`src/rtl/alu_pkg.sv`:
```
// Shared ALU definitions: recomposer state encoding and the common {neg, zr, cry, of} flag function.
package alu_pkg;

    typedef enum logic [1:0] {IDLE, CALC, DONE} recomp_state_t;

    localparam int ALU_MAX_W = 32;

    // acc is the full-width result zero-extended to 2*ALU_MAX_W; n is the op width.
    function automatic logic [3:0] alu_flags(
        input logic [2*ALU_MAX_W-1:0] acc,
        input logic [ALU_MAX_W-1:0]   b,
        input logic [ALU_MAX_W-1:0]   r,
        input int unsigned            n
    );
        logic [2*ALU_MAX_W-1:0] lo_mask;
        logic neg;
        logic zr;
        logic cry;
        logic of;
        lo_mask = (64'd1 << n) - 64'd1;
        neg     = acc[6'(n - 1)];
        zr      = (acc & lo_mask) == '0;
        cry     = (acc & ~lo_mask) != '0;
        of      = (b != '0) ? (r >= b) : (r != '0);
        return {neg, zr, cry, of};
    endfunction

endpackage

```
`src/rtl/shift_add_step.sv`:
```
// One combinational shift-add multiply step: conditional add, then shift multiplicand left and multiplier right.
module shift_add_step #(
    parameter int N = 4
) (
    input  logic [2*N-1:0] acc,
    input  logic [2*N-1:0] mcand,
    input  logic [N-1:0]   mult,
    output logic [2*N-1:0] acc_next,
    output logic [2*N-1:0] mcand_next,
    output logic [N-1:0]   mult_next
);

    assign acc_next   = mult[0] ? (acc + mcand) : acc;
    assign mcand_next = mcand << 1;
    assign mult_next  = mult >> 1;

endmodule

```
`src/rtl/recomposer_nbits.sv`:
```
// Multi-cycle recomposer a = q*b + r with start/busy/done handshake and ALU flags.
// Optional early termination when the multiplier runs out of set bits: RECOMPOSER_EARLY_TERM_EN.
//
// state | meaning
// IDLE  | waiting for start; operands captured on the accepting edge
// CALC  | one shift-add step per edge, busy high
// DONE  | result and flags valid, done high for this one cycle
module recomposer_nbits
    import alu_pkg::*;
#(
    parameter int N = 4
) (
    input  logic         clk,
    input  logic         rst_n,
    input  logic         start,
    input  logic [N-1:0] q,
    input  logic [N-1:0] b,
    input  logic [N-1:0] r,
    output logic         busy,
    output logic         done,
    output logic [N-1:0] result,
    output logic         neg_flag,
    output logic         zr_flag,
    output logic         cry_flag,
    output logic         of_flag
);

    localparam int CW = $clog2(N + 1);

    recomp_state_t state;
    recomp_state_t state_next;

    logic [2*N-1:0] acc;
    logic [2*N-1:0] mcand;
    logic [N-1:0]   mult;
    logic [CW-1:0]  cnt;
    logic [N-1:0]   b_cap;
    logic [N-1:0]   r_cap;
    logic [3:0]     flags_q;

    logic [2*N-1:0] acc_next;
    logic [2*N-1:0] mcand_next;
    logic [N-1:0]   mult_next;
    logic           last_step;

    shift_add_step #(.N(N)) u_step (
        .acc        (acc),
        .mcand      (mcand),
        .mult       (mult),
        .acc_next   (acc_next),
        .mcand_next (mcand_next),
        .mult_next  (mult_next)
    );

    always_comb begin
        last_step = (cnt == CW'(N - 1));
`ifdef RECOMPOSER_EARLY_TERM_EN
        // No set bits left means every further step would add nothing.
        last_step = last_step || (mult_next == '0);
`endif
    end

    always_ff @(posedge clk or negedge rst_n) begin
        if (!rst_n) begin
            state <= IDLE;
        end else begin
            state <= state_next;
        end
    end

    always_comb begin
        state_next = state;
        case (state)
            IDLE:    if (start) state_next = CALC;
            CALC:    if (last_step) state_next = DONE;
            DONE:    state_next = IDLE;
            default: state_next = IDLE;
        endcase
    end

    assign busy = (state == CALC);
    assign done = (state == DONE);

    always_ff @(posedge clk or negedge rst_n) begin
        if (!rst_n) begin
            acc     <= '0;
            mcand   <= '0;
            mult    <= '0;
            cnt     <= '0;
            b_cap   <= '0;
            r_cap   <= '0;
            result  <= '0;
            flags_q <= '0;
        end else begin
            case (state)
                IDLE: begin
                    if (start) begin
                        acc   <= {{N{1'b0}}, r};
                        mcand <= {{N{1'b0}}, b};
                        mult  <= q;
                        cnt   <= '0;
                        b_cap <= b;
                        r_cap <= r;
                    end
                end
                CALC: begin
                    acc   <= acc_next;
                    mcand <= mcand_next;
                    mult  <= mult_next;
                    cnt   <= cnt + CW'(1);
                    if (last_step) begin
                        result  <= acc_next[N-1:0];
                        flags_q <= alu_flags(64'(acc_next), 32'(b_cap), 32'(r_cap), N);
                    end
                end
                default: ;
            endcase
        end
    end

    assign neg_flag = flags_q[3];
    assign zr_flag  = flags_q[2];
    assign cry_flag = flags_q[1];
    assign of_flag  = flags_q[0];

endmodule

```
`config.mk`:
```
export PLATFORM = sky130hd
export DESIGN_NAME = recomposer_nbits
export DESIGN_NICKNAME = d
export VERILOG_FILES = /design/src/rtl/alu_pkg.sv /design/src/rtl/shift_add_step.sv /design/src/rtl/recomposer_nbits.sv
export SDC_FILE = /design/constraint.sdc
export NUM_CORES = 1
export LEC_CHECK = 0
export BUFFER_PORTS_ARGS = -buffer_cell sky130_fd_sc_hd__buf_2
export CAP_MARGIN = 20
export CORE_MARGIN = 4
export CORE_UTILIZATION = 53
export DETAILED_ROUTE_END_ITERATION = 10
export PLACE_DENSITY = 0.75
export SKIP_LAST_GASP = 1
export SYNTH_ARGS = -nofsm -noshare
export SYNTH_HDL_FRONTEND = slang
export SYNTH_HIERARCHICAL = 1
export SYNTH_SLANG_ARGS = --single-unit
```
`constraint.sdc`:
```
create_clock -name clk -period 1.85 [get_ports clk]
set_input_delay 0.2775 -clock clk [delete_from_list [all_inputs] [get_ports clk]]
set_output_delay 0.2775 -clock clk [all_outputs]
set_load 0.02 [all_outputs]
```
==> results.json <==
{
  "outcome": "complete, but fails checks",
  "violations": "setup timing",
  "yosys_warnings": 6,
  "clk_latency_ns": 0.30,
  "endpoint_kind": "register",
  "core_area_mm2": 0.00409,
  "fin_tns_setup_ns": -1.09,
  "port_buffers": 24,
  "wl_per_cell_um": 15.8,
  "rows": 23,
  "vias": 1829,
  "finalMaxSlewViolations": 0,
  "yosysTopAreaCell": "dfrtp_1",
  "start_kind": "register",
  "skew_ns": 0.00489,
  "finalWorstSetupSlack_ns": -0.310,
  "yosys-top-cells-area": "dfrtp_1 (43%), nand2_1 (8.5%), ha_1 (7.1%)",
  "cts.clk_slew.worst_paths_ns": 0.08,
  "htreeDepth": 2,
  "rsz0062_at_grt": "true",
  "yosys.cell_types.count": 47,
  "first_global_vias": 1823,
  "die_w_um": 73.9,
  "max_clock_freq_mhz": 463,
  "layout-drive-gt1-share": 0.364,
  "cts_tree": "done",
  "gr-total-overflow": 0,
  "place_congestion": 0.897,
  "critPathArrivalTime_ns": 2.38,
  "syn_area_mm2": 0.00230,
  "grt_pass1_wl_um": 8510,
  "required_ns": 2.08,
  "criticalPathCategory": "register to register",
  "io_pins": 25,
  "cp_max_fo": 2,
  "dieArea_mm2": 0.00546,
  "worst_pin_slew_ns": 0.504,
  "rr_worst_depth": 8,
  "setup_violations": 8,
  "power_mw": 6.05,
  "worstReg2RegStart": "mcand[0]$_DFFE_PN0P_",
  "period_share": 1.17,
  "antenna_found_initial": 0,
  "ant_nets": 0,
  "numCtsBuffers": 5,
  "synth_seq_cells": 40,
  "fp.dieH_um": 73.9,
  "min_path_type": "input port to async pin",
  "fin_area_mm2": 0.00284,
  "yosysSeqAreaShare": 0.435,
  "relSlewSlack": 0.664,
  "cts-hold-fix-buffers": 0,
  "hpwlAfterDp_um": 3500,
  "area_growth_pct": 23.4,
  "grt_usage": 0.207,
  "pre_cts_ws_ns": -0.274,
  "power_leakage_nw": 1.36,
  "fin_nets": 308,
  "cap_violations": 0,
  "grt_max_degree": 41,
  "cts_buffer_depth": 2,
  "avgSynthCellArea_um2": 9.80,
  "synthCells": 235,
  "cts.sinks": 40,
  "final_common_cell": "nand2_1",
  "r2r_end": "flags_q[2]$_DFFE_PN0P_",
  "initial_core_util": 0.563,
  "post_drt_via_cell_ratio": 5.54,
  "power_density_mw_per_mm2": 2130,
  "timing.hold.ws_ns": 0.0312,
  "reg2reg_slack_ns": -0.31,
  "first_iter_violations": 92,
  "yosysTopAreaCellShare": 0.435,
  "critPathLaunch": "mcand[0]$_DFFE_PN0P_",
  "final_cell_mix": "nand2_1 (52), dfrtp_1 (40), buf_4 (28)",
  "period_minus_slack_ns": 2.16,
  "root_buffer": "clkbuf_8",
  "insertedDiodeCount": 0,
  "cp-endpoint": "flags_q[2]$_DFFE_PN0P_",
  "drt-total-wl_um": 5230,
  "drc": 0,
  "vdd_drop_max_mv": 1.07,
  "drt_first_pass_iters": 4,
  "dpl_cell_area_mm2": 0.00258,
  "hold_violations": 0
}
synth_stat cells, drive strengths merged:
library cell   n
dfrtp         40
mux2          11
fa             1
and3           1
a22oi          5
and2b          1
nand2b         2
a21o           4
clkinv         1
nor3b          1
mux2i          5
a21oi          4
nor2b          1
buf           21
nor3           2
o21bai         3
ha            13
nor2           6
nor4           3
o41ai          1
o211ai         2
o31a           1
o311ai         2
nand4b         1
conb           1
a211oi         3
o22ai          2
a2111oi        1
xnor2          2
o21ai         24
nand3          3
xor2           1
inv           10
o21a           1
nand2         53
a221oi         1
or4            1
area by class of cell:
type,count,area [um^2]
multi-input cells,164,1220
well taps,50,62.6
flip-flops and latches,40,1000
inverters,11,46.3
fillers,307,1240
clock buffers,7,96.3
repair buffers,57,387
clock inverters,1,30.0
worst max-delay path, cell delays in order (launching register included):
cell	delay, ns
dfrtp_1	0.42
ha_4	0.18
buf_6	0.11
a21o_1	0.18
a211oi_2	0.26
nor3_2	0.09
a21o_1	0.18
or4_4	0.53
o21ai_1	0.14
what timing repair did:
| item | CTS | global route |
|---|---|---|
| resized for setup | 12 | 15 |
| cloned | 0 | 0 |
| pin swaps | 15 | 17 |
| endpoints found under the setup margin | 10 | 11 |
| buffers inserted | 2 | 2 |
registers in the layout, summed over array words and instances, names as in the netlist:
signal / count
state: 2
cnt: 3
b_cap: 4
result: 4
mult: 4
acc: 8
r_cap: 4
flags_q: 3
mcand: 8
report_power, final:
group / switching (mW) / internal [mW]
clock: 0.312 / 0.476
sequential: 0.332 / 1.30
combinational: 1.85 / 1.78
routing by layer:
metal	track usage	wire length, um	share of wire
met5	0	0	0
met4	0.0845	82	0.016
met3	0.0479	241	0.046
met2	0.346	2690	0.51
met1	0.258	2220	0.42
cell families after synthesis:
family / share of synthesized area
flops: 0.435
fa+ha+maj: 0.0793
compound gates: 0.153
mux: 0.0821
other cells: 0.00163
buf+inv: 0.0880
xor+xnor: 0.0114
simple gates: 0.150
worst min-delay path by stage:
stage / start / endpoint / cells after the start / slack [ns]
global placement: rst_n / state[1]$_DFFE_PN0P_ / 2 / 0.36
finish: rst_n / state[1]$_DFFE_PN0P_ / 2 / 0.03
global route: rst_n / state[1]$_DFFE_PN0P_ / 2 / 0.06
detailed placement: rst_n / state[1]$_DFFE_PN0P_ / 2 / 0.37
floorplan: rst_n / acc[0]$_DFFE_PN0P_ / 0 / -0.02
CTS: rst_n / mcand[4]$_DFFE_PN0P_ / 2 / 0.05
through the flow:
step                       util  instances
final                     0.695        330
after global routing      0.695        330
after CTS                 0.681        330
after detailed placement  0.631        320
after global placement    0.631        320
after floorplan               -        236
(Power assumes the default switching activity.)
